`src/rtl/sys_timer_pkg.sv`:
```
// Shared register map, TCON bit layout and FSM encodings for the system timer.
// No logic of its own; the address decode helper is pure combinational.
package sys_timer_pkg;

    localparam logic [31:0] OFF_TH   = 32'h0000_0000;
    localparam logic [31:0] OFF_TL   = 32'h0000_0004;
    localparam logic [31:0] OFF_TCON = 32'h0000_0008;

    localparam int TCON_EN = 0;
    localparam int TCON_IE = 1;
    localparam int TCON_IF = 2;
    localparam int TCON_OS = 3;

    typedef enum logic [1:0] {
        ST_IDLE = 2'd0,
        ST_RUN  = 2'd1,
        ST_HALT = 2'd2
    } state_t;

    typedef enum logic [1:0] {
        REG_TH   = 2'd0,
        REG_TL   = 2'd1,
        REG_TCON = 2'd2,
        REG_NONE = 2'd3
    } reg_sel_t;

    // Field order matches the TCON bit indices above.
    typedef struct packed {
        logic os;
        logic iflag;
        logic ie;
        logic en;
    } tcon_t;

    function automatic reg_sel_t decode_addr(input logic [31:0] addr, input logic [31:0] base);
        logic [31:0] off;
        off = addr - base;
        if (off == OFF_TH)        return REG_TH;
        else if (off == OFF_TL)   return REG_TL;
        else if (off == OFF_TCON) return REG_TCON;
        else                      return REG_NONE;
    endfunction

endpackage

```
`src/rtl/sys_timer_tick_prescaler.sv`:
```
// Divides clk by PRESCALE while enabled; tick is high for the last count of each period.
// Latency: tick is combinational from the counter; clear restarts the period at 0.
module tick_prescaler #(
    parameter int unsigned PRESCALE = 1
) (
    input  logic clk,
    input  logic reset,
    input  logic clear,
    input  logic enable,
    output logic tick
);

    localparam logic [15:0] LAST = 16'(PRESCALE - 1);

    logic [15:0] cnt;

    always_ff @(posedge clk or negedge reset) begin
        if (!reset) begin
            cnt <= '0;
        end else if (clear) begin
            cnt <= '0;
        end else if (enable) begin
            cnt <= (cnt == LAST) ? '0 : cnt + 16'd1;
        end
    end

    assign tick = enable && (cnt == LAST);

endmodule

```
`src/rtl/sys_timer.sv`:
```
// Memory-mapped 32-bit up-counting timer with reload, one-shot mode and level interrupt.
// Latency: register writes take effect on the write edge, reads are combinational; no backpressure.
module sys_timer
    import sys_timer_pkg::*;
#(
    parameter int unsigned PRESCALE  = 1,
    parameter logic [31:0] BASE_ADDR = 32'h4000_0000
) (
    input  logic        clk,
    input  logic        reset,
    input  logic        mem_read,
    input  logic        mem_write,
    input  logic [31:0] addr,
    input  logic [31:0] wdata,
    output logic [31:0] rdata,
    output logic        irq,
    output logic        tick
);

    logic [1:0]  rst_sync;
    logic        rst_n;
    reg_sel_t    sel;
    logic        th_wr;
    logic        tl_wr;
    logic        tcon_wr;
    logic [31:0] th;
    logic [31:0] tl;
    tcon_t       tcon;
    state_t      state;
    logic        run;
    logic        tick_i;
    logic        ovf;
    logic        enter_run;

    // Assertion is immediate; release is aligned to clk so no flop sees a runt edge.
    always_ff @(posedge clk or negedge reset) begin
        if (!reset) begin
            rst_sync <= 2'b00;
        end else begin
            rst_sync <= {rst_sync[0], 1'b1};
        end
    end

    assign rst_n = rst_sync[1] & reset;

    assign sel     = decode_addr(addr, BASE_ADDR);
    assign th_wr   = mem_write && (sel == REG_TH);
    assign tl_wr   = mem_write && (sel == REG_TL);
    assign tcon_wr = mem_write && (sel == REG_TCON);
    assign run     = (state == ST_RUN);

    // A TL write on a tick edge replaces both the increment and any overflow.
    assign ovf = run && tick_i && !tl_wr && (tl == 32'hFFFF_FFFF);

    always_comb begin
        enter_run = 1'b0;
        case (state)
            ST_IDLE: enter_run = tcon_wr && wdata[TCON_EN];
            ST_HALT: enter_run = tl_wr && tcon.en;
            default: enter_run = 1'b0;
        endcase
    end

    tick_prescaler #(
        .PRESCALE(PRESCALE)
    ) u_prescaler (
        .clk   (clk),
        .reset (rst_n),
        .clear (enter_run),
        .enable(run),
        .tick  (tick_i)
    );

    always_ff @(posedge clk or negedge rst_n) begin
        if (!rst_n) begin
            th    <= '0;
            tl    <= '0;
            tcon  <= '0;
            state <= ST_IDLE;
        end else begin
            if (th_wr) begin
                th <= wdata;
            end

            if (tl_wr) begin
                tl <= wdata;
            end else if (ovf) begin
                tl <= th;
            end else if (run && tick_i) begin
                tl <= tl + 32'd1;
            end

            if (tcon_wr) begin
                tcon.en <= wdata[TCON_EN];
                tcon.ie <= wdata[TCON_IE];
                tcon.os <= wdata[TCON_OS];
                if (wdata[TCON_IF]) begin
                    tcon.iflag <= 1'b0;
                end
            end

            // Overflow is placed after the bus write so its set and EN clear take priority.
            if (ovf) begin
                tcon.iflag <= 1'b1;
                if (tcon.os) begin
                    tcon.en <= 1'b0;
                end
            end

            case (state)
                ST_IDLE: begin
                    if (enter_run) begin
                        state <= ST_RUN;
                    end
                end
                ST_RUN: begin
                    if (tcon_wr && !wdata[TCON_EN]) begin
                        state <= ST_IDLE;
                    end else if (ovf && tcon.os) begin
                        state <= ST_HALT;
                    end
                end
                ST_HALT: begin
                    if (tcon_wr && !wdata[TCON_EN]) begin
                        state <= ST_IDLE;
                    end else if (enter_run) begin
                        state <= ST_RUN;
                    end
                end
                default: state <= ST_IDLE;
            endcase
        end
    end

    assign irq  = tcon.ie & tcon.iflag;
    assign tick = tick_i;

    always_comb begin
        rdata = '0;
        if (mem_read) begin
            case (sel)
                REG_TH:   rdata = th;
                REG_TL:   rdata = tl;
                REG_TCON: rdata = {28'd0, tcon};
                default:  rdata = '0;
            endcase
        end
    end

endmodule

```
`config.mk`:
```
export PLATFORM = sky130hd
export DESIGN_NAME = sys_timer
export DESIGN_NICKNAME = d
export VERILOG_FILES = /design/src/rtl/sys_timer_pkg.sv /design/src/rtl/sys_timer_tick_prescaler.sv /design/src/rtl/sys_timer.sv
export SDC_FILE = /design/constraint.sdc
export NUM_CORES = 1
export LEC_CHECK = 0
export CORE_MARGIN = 2
export CORE_UTILIZATION = 25
export DETAILED_ROUTE_END_ITERATION = 10
export GPL_TIMING_DRIVEN = 0
export PLACE_DENSITY = 0.54
export SYNTH_ARGS = -nofsm -noshare
export SYNTH_HDL_FRONTEND = slang
export SYNTH_SLANG_ARGS = --single-unit
```
`constraint.sdc`:
```
create_clock -name clk -period 8.33 [get_ports clk]
set_clock_uncertainty 0.15 [all_clocks]
set_input_delay 1.666 -clock clk [delete_from_list [all_inputs] [get_ports clk]]
set_output_delay 1.666 -clock clk [all_outputs]
set_load 0.01 [all_outputs]
```
== Yosys cells after proc, flatten, opt, wreduce, memory -nomap -nowiden ==
Cells that the tools add are included.

* Muxes and demuxes: 22
* Reductions and logical operators: 22
* Shifts and indexed selects: 0
* Bitwise operators: 2
* Add/sub/neg operators: 3
* Multipliers: 0
* Eq/ne operators: 8
* Div/mod/pow operators: 0
* $lt $le $gt $ge: 0

{| class="wikitable"
|+ Operators with widths
! cell !! number
|-
| 2-to-1 mux 32 bit || 4
|-
| one-hot mux 32 bit (3 select lines) || 1
|-
| 2-to-1 mux 16 bit || 3
|-
| adder 32 x 1 -> 32 bit (second input constant) || 1
|-
| equality test 32 x 3 -> 1 bit (second input constant) || 1
|-
| equality test 32 bit (second input constant) || 1
|-
| equality test 32 x 4 -> 1 bit (second input constant) || 1
|-
| zero test 32 bit || 1
|-
| subtractor 32 x 31 -> 32 bit (second input constant) || 1
|-
| adder 16 x 1 -> 16 bit (second input constant) || 1
|-
| zero test 16 bit || 1
|-
| 2-to-1 mux 2 bit || 6
|-
| logical AND 1 bit || 11
|-
| one-hot mux 2 bit (3 select lines) || 1
|-
| nonzero test 2 bit || 3
|-
| 2-to-1 mux 1 bit || 5
|-
| equality test 2 x 1 -> 1 bit (second input constant) || 2
|-
| equality test 2 bit (second input constant) || 2
|-
| zero test 2 bit || 2
|-
| 2-to-1 mux 3 bit || 1
|-
| inequality test 3 x 1 -> 1 bit (second input constant) || 1
|-
| nonzero test 3 bit || 1
|-
| bitwise AND 1 bit || 2
|-
| zero test 1 bit || 2
|-
| other kinds (2) || 2
|}

* Memories: 0
* Output and inout port bits: 34
* Memory bits (read-only): 0
* Bits in writable memories: 0
* Bits in registers: 88
* Input bits: 68
* Bits in latches: 0
* Logic and storage cells: 66

== Depth between registers and ports, before layout ==
Gate-level depths: netlist (run 1).

* Depth in word-level cells: 14
* Mapped depth: 10
* Depth with buffers taken out: 9

== By module ==
Synthesis (run 1) repeated with hierarchy kept, for this count alone.

* Cells, all modules: 629
* Area total of the unflattened synthesis: 6008.3 um^2

{| class="wikitable"
|+ By module, submodules not included
! module !! area an instance (um^2) !! times used !! cells an instance !! seq. area each (um^2)
|-
| sys_timer || 5092.4 || 1 || 530 || 1801.7
|-
| tick_prescaler || 915.9 || 1 || 99 || 400.4
|}

== Worst setup path after synthesis (run 1) ==
Ideal clock, no wire load.

* Path kind: in2out
* Start point: input port addr[17]
* End point: output port rdata[11]
* Arrival: 3326 ps
* Required time: 6514 ps
* Buffers on the path: 2
* Slack: 3188 ps
* Stages: 8
* Path through: nor4b_1 > nand4_1 > nor2_1 > nand2_1 > or2_2 > clkbuf_1 > buf_1 > nor2_1

* Longest elaborated chain between the ends: 8
* Elaborated cells on any way between the ends: 12

{| class="wikitable"
|+ Ends and longest elaborated chain
! what !! line !! text
|-
| from (decl) || sys_timer.sv:13 || <nowiki>input logic [31:0] addr,</nowiki>
|-
| subtractor 32 x 31 -> 32 bit (*) || sys_timer_pkg.sv:37 || <nowiki>off = addr - base;</nowiki>
|-
| equality test 32 x 4 -> 1 bit || sys_timer_pkg.sv:40 || <nowiki>else if (off == OFF_TCON) return REG_TCON;</nowiki>
|-
| 2-to-1 mux 1 bit || sys_timer_pkg.sv:40 ||
|-
| 2-to-1 mux 2 bit || sys_timer_pkg.sv:39 || <nowiki>else if (off == OFF_TL) return REG_TL;</nowiki>
|-
| 2-to-1 mux 2 bit (*) || sys_timer_pkg.sv:38 || <nowiki>if (off == OFF_TH) return REG_TH;</nowiki>
|-
| equality test 2 bit (tied with other cells) || sys_timer.sv:141 || <nowiki>case (sel)</nowiki>
|-
| one-hot mux 32 bit (3 select lines) (*) || sys_timer.sv:141 ||
|-
| 2-to-1 mux 32 bit (*) || sys_timer.sv:140 || <nowiki>if (mem_read) begin</nowiki>
|-
| to (decl) || sys_timer.sv:15 || <nowiki>output logic [31:0] rdata,</nowiki>
|}

Mark *: on every way between the ends. The rest lies on a longest branch, timed or not.

== Final worst setup path (run 1) ==
* Start point: input port addr[19]
* End point: output port rdata[12]

The elaborated chain is that of the path after synthesis.

==> reports/metrics.cfg, run 1 <==
[cts]
clk_path_buf_depth=2
cts_tree=yes
post-cts-setup-buffers=0
postCtsHoldBufs=0
cts-buffers-inserted=9
path_clk_slew_ns=0.06
clk_latency_ns=0.35
htree_levels=3
cts_root_buf=clkbuf_16
clock-sinks=88
cts_resized=0

[critical_path]
crit_path_end_kind=output port
regToRegSetupSlack_ns=5.08
path_class=in -> out
cp_max_fo=10
path_cells=clkdlybuf4s50_1 > nor4_1 > nand4_1 > nor2_1 > nand2_1 > or2_2 > clkbuf_1 > buf_1 > nor2_1 > clkdlybuf4s50_1
cp-start-kind=input pin
cp_slowest_cell=clkdlybuf4s50_1
critPathMaxStageDelay_ns=0.58
cp.required_ns=6.51
arrival_ns=4.81
cp_top_family=buffers and inverters
crit_buf_inv=4

[cells_and_area]
seq_area_sq_um=2200
area_growth_pct=29.9
fillers=2315
antennaDiodeCount=0
multi_input_area_sq_um=3190
fin_nets=824
drive_gt1_frac=0.0884

[floorplan]
die_h_microns=154
core-area_sq_um=21900
die_area_sq_um=23600
num_rows=54
pin_count=102
initial_core_util=0.256
die_width_microns=154

[synthesis]
synth_top_area_frac=0.393
ys_seq_area_frac=0.393
ys_types=63
synth_area_sq_um=5600
syn_avg_cell_area_sq_um=8.72
synth_nets=713
synthTopCellsByArea=dfrtp_1 (39%), mux2i_1 (7.3%), mux2_2 (6.6%)
yosys.area.top_type=dfrtp_1
netlist_instances=642
synth-seq-cells=88
synth_top_flop_cell=dfrtp_1
async_flop_share=1.00
yosysMostFrequentCell=dfrtp_1
yosysWarnings=0
yosys-top-cells-count=dfrtp_1 (88), nor2_1 (81), nand2_1 (58)
synth_edf_count=0

[timing]
relSlewSlack=0.325
post-route-period-util=0.796
fin_crit_ns=6.63
tightest_slew_ns=1.01
hold_viol_final=0
finalSetupViolCount=0
holdWs_ns=0.205
rsz0062_at_grt=no
tns_ns=0
drv_slew=0
clock.fmax_mhz=151

[grt]
grt_start_max_net_pins=50
grt_pass1_vias=5291
grt_pass1_wl_microns=30100
antenna_found_initial=0
track_usage=0.162
grt_overflow=0

[pwr]
p_leak_uw=0.00286
power_density_nw_per_um2=126
peakVddDrop_v=0.000102

[routing]
drtIter0Drc=452
highest_layer=met4
viasPerCell=5.13
m1WireLength_microns=8830
wl_met3_microns=866
avgRoutedWirePerCell_microns=18.1
finalWirelength_microns=18800
dr_wl_met2_microns=8690
drc=0
detail_route.first_pass.iterations=5
num_vias=5329
final_antenna_net_count=0

[status]
status=completed

[place]
place_hpwl_microns=14000
io_buffers=99
gp_congestion=0.902

[run]
max_cap_violations=0

[hold_path]
hold_path.class=reg -> async

-- cell families (layout without fill, tap and decap cells) --
group	count (synthesis)	in the layout	synth area share
XOR/XNOR	6	6	0.00939
multiplexers	74	74	0.140
flip-flops	88	88	0.393
buffers and inverters	51	167	0.0369
adder cells (fa/ha/maj)	3	3	0.00671
other	1	1	0.000670
AO/OA/AOI/OAI	138	138	0.159
AND/OR/NAND/NOR	281	281	0.255
-- power breakdown --
part	switching [uW]	leakage, uW	internal [uW]	total (uW)
sequential	0.115	0.00110	428	428
clock	175	0.000143	250	424
combinational	25.5	0.00162	35.4	60.9
-- per-stage QoR --
| stage | cells | total power (uW) | cell area [sq um] | util | setup slack (ns) |
|---|---|---|---|---|---|
| after global placement | 1021 | 496 | 6940 | 0.317 | 1.64 |
| after detailed placement | 1022 | 498 | 6970 | 0.318 | 1.63 |
| after global routing | 1038 | 944 | 7270 | 0.332 | 1.44 |
| final | 1038 | 913 | 7270 | 0.332 | 1.70 |
| after CTS | 1038 | 922 | 7270 | 0.332 | 1.62 |
| after floorplan | 642 | 455 | 5600 | - | 3.19 |
-- layer usage --
| layer | up-vias | global-route usage |
|---|---|---|
| li1 | 2586 | - |
| met1 | 2569 | 0.223 |
| met2 | 153 | 0.257 |
| met3 | 21 | 0.0186 |
| met4 | 0 | 0.0668 |
| met5 | - | 0 |
-- cell type report --
cell class              instances  area share
multi-input cells             503       0.439
flip-flops and latches         88       0.303
repair buffers                100       0.140
well taps                     280      0.0482
clock buffers                  14      0.0363
plain buffers                  41      0.0232
clock inverters                 2     0.00516
inverters                      10     0.00516
-- placed cells by master, fill, tap and decap left out, types with 4 or more instances in the layout --
master,netlist,layout
nor2b_1,5,5
nor2_1,81,81
nand2_1,58,58
clkbuf_1,30,33
a2111oi_0,5,5
nor3_1,19,19
inv_1,10,10
a21o_1,6,6
a21oi_1,27,27
clkbuf_16,0,9
and4_1,6,6
and3_1,11,11
o21ai_0,43,43
nand4_1,17,17
nor4_1,15,15
a31oi_1,10,10
buf_1,4,4
mux2_2,33,33
o31ai_1,8,8
nand3_1,32,32
or4_1,6,6
mux2i_1,41,41
nand2b_1,5,5
dfrtp_1,88,88
a22o_1,10,10
buf_2,5,5
clkdlybuf4s50_1,0,99
and2_1,8,7
-- sequential cells by signal, indices dropped and copies added (netlist names) --
register / flops
u_prescaler.cnt: 16
state: 2
tl: 32
th: 32
rst_sync: 2
tcon: 4
-- path summary, 6_finish.rpt --
| kind | from | endpoint | cells after the start |
|---|---|---|---|
| min reg2reg | rst_sync[1] | u_prescaler.cnt[6] | 1 |
| max reg2reg | tl[15] | tl[15] | 7 |
| max | addr[19] | rdata[12] | 10 |
| max in group asynchronous | reset | tl[24] | 3 |
| min | rst_sync[1] | u_prescaler.cnt[6] | 1 |
| min in group clk | rst_sync[0] | rst_sync[1] | 0 |
Power figures use the tool's default switching activity.
==> run 2, diff against run 1 <==
--- a/config.mk
+++ b/config.mk
@@ -9,7 +9,7 @@
 export CORE_UTILIZATION = 25
 export DETAILED_ROUTE_END_ITERATION = 10
 export GPL_TIMING_DRIVEN = 0
-export PLACE_DENSITY = 0.54
+export PLACE_DENSITY = 0.56
 export SYNTH_ARGS = -nofsm -noshare
 export SYNTH_HDL_FRONTEND = slang
 export SYNTH_SLANG_ARGS = --single-unit
==> constraint.sdc (replaced) <==
create_clock -name clk -period 5.7 [get_ports clk]
set_clock_uncertainty 0.15 [all_clocks]
set_input_delay 1.14 -clock clk [delete_from_list [all_inputs] [get_ports clk]]
set_output_delay 1.14 -clock clk [all_outputs]
set_load 0.01 [all_outputs]
==> reports/metrics.cfg, run 2 (synthesis gave the netlist of run 1 again) <==
[place]
placed_area_sq_um=6970  ; unchanged
gp_congestion=0.857  ; was 0.902
io_buffers=99  ; unchanged
place_hpwl_microns=13900  ; was 14,000 microns
place_ws_ns=0.0989  ; was 1.63 ns

[critical_path]
arrival_ns=3.98  ; was 4.81 ns
cp_top_family=simple AND/OR/NAND/NOR gates  ; was buffers and inverters
cp_max_fo=10  ; unchanged
cp_slowest_cell=clkdlybuf4s50_1  ; unchanged
crit_path_end_kind=output port  ; unchanged
path_cells=clkdlybuf4s50_1 > nor4_1 > nand4_1 > nor2_1 > nand2_1 > or2_2 > clkbuf_2 > nor2_1 > clkdlybuf4s50_1  ; was clkdlybuf4s50_1 > nor4_1 > nand4_1 > nor2_1 > nand2_1 > or2_2 > clkbuf_1 > buf_1 > nor2_1 > clkdlybuf4s50_1
crit_buf_inv=3  ; was 4
cp.required_ns=4.41  ; was 6.51 ns
path_class=in -> out  ; unchanged
cp-start-kind=input pin  ; unchanged
critPathMaxStageDelay_ns=0.57  ; was 0.58 ns

[routing]
drtIter0Drc=471  ; was 452
detail_route.first_pass.iterations=4  ; was 5
finalWirelength_microns=18700  ; was 18,800 microns
avgRoutedWirePerCell_microns=18.0  ; was 18.1 microns
viasPerCell=5.20  ; was 5.13
final_antenna_net_count=0  ; unchanged
drc=0  ; unchanged
num_vias=5400  ; was 5,329

[floorplan]
pin_count=102  ; unchanged
die_width_microns=154  ; unchanged
die_area_sq_um=23600  ; unchanged
initial_core_util=0.256  ; unchanged
num_rows=54  ; unchanged
die_h_microns=154  ; unchanged
core-area_sq_um=21900  ; unchanged

[grt]
grtUsageMet3=0.0197  ; was 0.0186
grt_start_max_net_pins=47  ; was 50
antenna_found_initial=0  ; unchanged
grt_pass1_vias=5375  ; was 5,291
met1_usage=0.227  ; was 0.223
grt_overflow=0  ; unchanged
grt_most_used_layer=met2  ; unchanged
grtUsageMet2=0.252  ; was 0.257
track_usage=0.160  ; was 0.162
grt_pass1_wl_microns=30400  ; was 30,100 microns

[timing]
fin_crit_ns=5.27
post-route-period-util=0.925
hold_viol_final=0  ; unchanged
finalSetupViolCount=0  ; unchanged
rsz0062_at_grt=no  ; unchanged
relSlewSlack=0.379  ; was 0.325
setup_ws_ns=0.428  ; was 1.70 ns
clock.fmax_mhz=190
tightest_slew_ns=0.925  ; was 1.01 ns
drv_slew=0  ; unchanged

[cts]
clock-sinks=88  ; unchanged
cts_root_buf=clkbuf_16  ; unchanged
htree_levels=3  ; unchanged
cts_tree=yes  ; unchanged
clk_latency_ns=0.35  ; about the same
cts-buffers-inserted=9  ; unchanged
clk_path_buf_depth=2  ; unchanged
path_clk_slew_ns=0.06  ; about the same

[cells_and_area]
reg_top3=th x32, tl x32, u_prescaler.cnt x16  ; unchanged
fin_nets=824  ; unchanged
final_cell_area_sq_um=7310  ; was 7270 sq um
final_common_cell=clkdlybuf4s50_1  ; unchanged
area_growth_pct=30.6  ; was 29.9%
antennaDiodeCount=0  ; unchanged
most-common-layout-cells=clkdlybuf4s50_1 (99), dfrtp_1 (88), nor2_1 (81), nand2_1 (58), o21ai_0 (43)  ; unchanged
drive_gt1_frac=0.0937  ; was 0.0884

[pwr]
power_density_nw_per_um2=189  ; was 126 nW/um^2
p_leak_uw=0.00289  ; was 0.00286 uW
peakVddDrop_v=0.000154  ; was 0.000102 V

[status]
status=completed  ; unchanged

[run]
max_cap_violations=0  ; unchanged

[hold_path]
hold_path.class=reg -> reg  ; was reg -> async

==> run 2: cell types whose count changed in the layout (fill, tap and decap cells not counted) <==
cell        change
buf_4           +1
bufinv_16       +1
clkbuf_2        +2
clkinvlp_4      -1
clkbuf_8        +1
buf_1           -2
clkbuf_1        -2
==> run 2: where the power goes <==
group          leakage [uW]  total [uW]  internal [uW]  switching [uW]
Sequential          0.00110         625            625           0.163
Combinational       0.00162        90.0           51.8            38.2
Clock              0.000163         667            421             246
Total               0.00289        1380           1100             285
==> run 2: final cells by class <==
type | instances | area, sq um
Multi-Input combinational cell | 503 | 3190
Fill cell | 2329 | 14600
Clock buffer | 14 | 274
Inverter | 10 | 37.5
Buffer | 40 | 168
Sequential cell | 88 | 2200
Tap cell | 280 | 350
Timing Repair Buffer | 101 | 1030
Clock inverter | 2 | 60.1
==> run 2: layer usage <==
layer  routed length (microns)  part of all wire
met1                      8960              0.48
met2                      8540              0.46
met3                       816             0.044
met4                       354             0.019
met5                         0                 0
==> run 2: stage by stage <==
stage	instances	power [uW]	hold WS (ns)	utilization	TNS [ns]
final	1038	1380	0.198	0.334	0
after global routing	1038	1430	0.219	0.334	0
after CTS	1038	1400	0.202	0.334	0
after detailed placement	1022	728	0.189	0.318	0
after global placement	1021	725	0.185	0.317	-17.87
after floorplan	642	665	0.181	-	0
==> run 2: final timing paths <==
kind	from	endpoint	slack [ns]	depth (start not counted)
max in group asynchronous	reset	th[22]	3.51	3
max	addr[23]	rdata[30]	0.43	9
min reg2reg	rst_sync[0]	rst_sync[1]	0.20	0
max reg2reg	tl[21]	tl[15]	2.36	7
min in group asynchronous	rst_sync[1]	u_prescaler.cnt[7]	0.23	1
min	rst_sync[0]	rst_sync[1]	0.20	0
==> run 2: what timing repair did <==
| item | 4_1_cts | 5_1_grt |
|---|---|---|
| setup endpoints to repair | 0 | 20 |
| resized for setup | 0 | 2 |
| hold buffers | 0 | 0 |
| buffers inserted | 0 | 1 |
==> run 3, diff against run 2 <==
==> constraint.sdc (replaced) <==
create_clock -name clk -period 5.7 [get_ports clk]
set_clock_uncertainty 0.15 [all_clocks]
set_input_delay 1.14 -clock clk [delete_from_list [all_inputs] [get_ports clk]]
set_output_delay 1.14 -clock clk [all_outputs]
set_load 0.1 [all_outputs]
==> reports/metrics.cfg, run 3 (synthesis gave the netlist of run 1 again) <==
[grt]
track_usage=0.160  ; about the same
grt_pass1_wl_microns=30300  ; was 30,400 microns
grt_start_max_net_pins=47  ; unchanged
antenna_found_initial=0  ; unchanged
grt_pass1_vias=5369  ; was 5,375
grt_overflow=0  ; unchanged

[cells_and_area]
reg_top3=th x32, tl x32, u_prescaler.cnt x16  ; unchanged
final_common_cell=dfrtp_1  ; was clkdlybuf4s50_1
most-common-layout-cells=dfrtp_1 (88), nor2_1 (81), clkdlybuf4s50_1 (71), nand2_1 (58), o21ai_0 (43)  ; was clkdlybuf4s50_1 (99), dfrtp_1 (88), nor2_1 (81), nand2_1 (58), o21ai_0 (43)
fin_nets=824  ; unchanged
antennaDiodeCount=0  ; unchanged
drive_gt1_frac=0.120  ; was 0.0937
fin_util=0.329  ; was 0.334
area_growth_pct=28.5  ; was 30.6%
fillers=2341  ; was 2,329

[place]
place_hpwl_microns=13900  ; unchanged
gp_congestion=0.857  ; unchanged
io_buffers=99  ; unchanged

[critical_path]
regToRegSetupSlack_ns=2.37  ; was 2.36 ns
cp_max_fo=10  ; unchanged
cp-start-kind=input pin  ; unchanged
critPathMaxStageDelay_ns=0.85  ; was 0.57 ns
crit_path_end_kind=output port  ; unchanged
r2r_start=tl[15]  ; was tl[21]
path_class=in -> out  ; unchanged
worstSetupPathDepth=9  ; unchanged
cpMostUsedCell=nor2_1
path_cells=clkdlybuf4s50_1 > nor4_1 > nand4_1 > nor2_1 > nand2_1 > or2_2 > clkbuf_1 > nor2_1 > clkdlybuf4s15_1  ; was clkdlybuf4s50_1 > nor4_1 > nand4_1 > nor2_1 > nand2_1 > or2_2 > clkbuf_2 > nor2_1 > clkdlybuf4s50_1
arrival_ns=4.17  ; was 3.98 ns
r2r_end=tl[15]  ; unchanged
cp_top_family=buffers and inverters  ; was simple AND/OR/NAND/NOR gates
endpoint=rdata[31]  ; was rdata[30]
crit_buf_inv=3  ; unchanged
cp_slowest_cell=clkdlybuf4s15_1  ; was clkdlybuf4s50_1
startpoint=addr[15]  ; was addr[23]
cp.required_ns=4.41  ; about the same
ff2ff_path_depth=7  ; unchanged

[routing]
final_antenna_net_count=0  ; unchanged
num_vias=5358  ; was 5,400
viasPerCell=5.16  ; was 5.20
finalWirelength_microns=18600  ; was 18,700 microns
detail_route.first_pass.iterations=5  ; was 4
avgRoutedWirePerCell_microns=18.0  ; about the same
drtIter0Drc=442  ; was 471
drc=0  ; unchanged

[cts]
clk_latency_ns=0.35  ; about the same
path_clk_slew_ns=0.06  ; about the same
cts_tree=yes  ; unchanged
postCtsHoldBufs=0  ; unchanged
cts-buffers-inserted=9  ; unchanged
cts_root_buf=clkbuf_16  ; unchanged
htree_levels=3  ; unchanged
clk_path_buf_depth=2  ; unchanged
clock-sinks=88  ; unchanged

[timing]
clock.fmax_mhz=183  ; was 190 MHz
tightest_slew_ns=0.993  ; was 0.925 ns
relSlewSlack=0.336  ; was 0.379
post-route-period-util=0.958  ; was 0.925
holdWs_ns=0.199  ; was 0.198 ns
hold_viol_final=0  ; unchanged
drv_slew=0  ; unchanged
rsz0062_at_grt=no  ; unchanged
finalSetupViolCount=0  ; unchanged
fin_crit_ns=5.46  ; was 5.27 ns

[floorplan]
die_width_microns=154  ; unchanged
num_rows=54  ; unchanged
initial_core_util=0.256  ; unchanged
die_area_sq_um=23600  ; unchanged
die_h_microns=154  ; unchanged
core-area_sq_um=21900  ; unchanged
pin_count=102  ; unchanged

[pwr]
clkPwrFrac=0.483  ; was 0.482
peakVddDrop_v=0.000154  ; about the same
sw_frac_of_total=0.206  ; about the same
power_density_nw_per_um2=192  ; was 189 nW/um^2
power.internal_uw=1100  ; about the same
combPwrFrac=0.065  ; about the same
p_leak_uw=0.00293  ; was 0.00289 uW
p_sw_uw=286  ; was 285 uW
p_seq_frac=0.452  ; about the same

[run]
max_cap_violations=0  ; unchanged

[status]
status=completed  ; unchanged

[hold_path]
hold_path.class=reg -> reg  ; unchanged
min_from=rst_sync[0]  ; unchanged

-- run 3: changes by cell type in the layout (fill, tap and decap cells not counted), sizes merged --
cell           change
clkbuf             +4
buf               +19
clkdlybuf4s50     -28
clkdlybuf4s15      +5
-- run 3: metrics by stage --
| stage | setup slack (ns) | instance area [sq um] | total power [uW] | cells | setup TNS (ns) |
|---|---|---|---|---|---|
| after floorplan | 0.518 | 5600 | 665 | 642 | 0 |
| after global placement | -0.493 | 6940 | 725 | 1021 | -26.51 |
| after detailed placement | -0.500 | 6970 | 728 | 1022 | -9.37 |
| after CTS | 0.0649 | 7320 | 1400 | 1038 | 0 |
| after global routing | 0.00212 | 7190 | 1430 | 1038 | 0 |
| final | 0.239 | 7190 | 1380 | 1038 | 0 |
-- run 3: worst min path at each step --
stage	endpoint	slack (ns)	cells past startpoint
2_1_floorplan	rst_sync[1]	0.18	0
3_5_place_dp	rst_sync[1]	0.19	0
4_1_cts	rst_sync[1]	0.20	0
3_3_place_gp	rst_sync[1]	0.18	0
6_report	rst_sync[1]	0.20	0
5_1_grt	rst_sync[1]	0.22	0
-- run 3: layout make-up --
class / instances / area [sq um] / share of cell area
multi-input combinational: 503 / 3190 / 0.444
clock inverter: 2 / 60.1 / 0.00835
tap: 280 / 350 / 0.0487
clock buffer: 14 / 274 / 0.0381
timing repair buffer: 100 / 908 / 0.126
buffer: 41 / 169 / 0.0235
inverter: 10 / 37.5 / 0.00522
sequential: 88 / 2200 / 0.306
-- run 3: timing repair --
item | in CTS | in global routing
resized for setup | 68 | 53
setup endpoints to repair | 28 | 28
buffers inserted | 0 | 0
-- run 3: per-layer routing --
layer  routed length (microns)  global-route usage  up-vias
met5                         0                   0        -
li1                          -                   -     2585
met3                       912              0.0192       18
met2                      8590               0.252      166
met1                      8850               0.227     2589
met4                       288              0.0537        0
-- run 3: power by group through the flow --
stage | sequential, uW | combinational, uW | clock (uW)
final | 625 | 89.9 | 668
after global routing | 625 | 98.3 | 705
after CTS | 625 | 91.9 | 680
after detailed placement | 637 | 91.1 | 0
after global placement | 637 | 88.1 | 0
after floorplan | 637 | 28.2 | 0
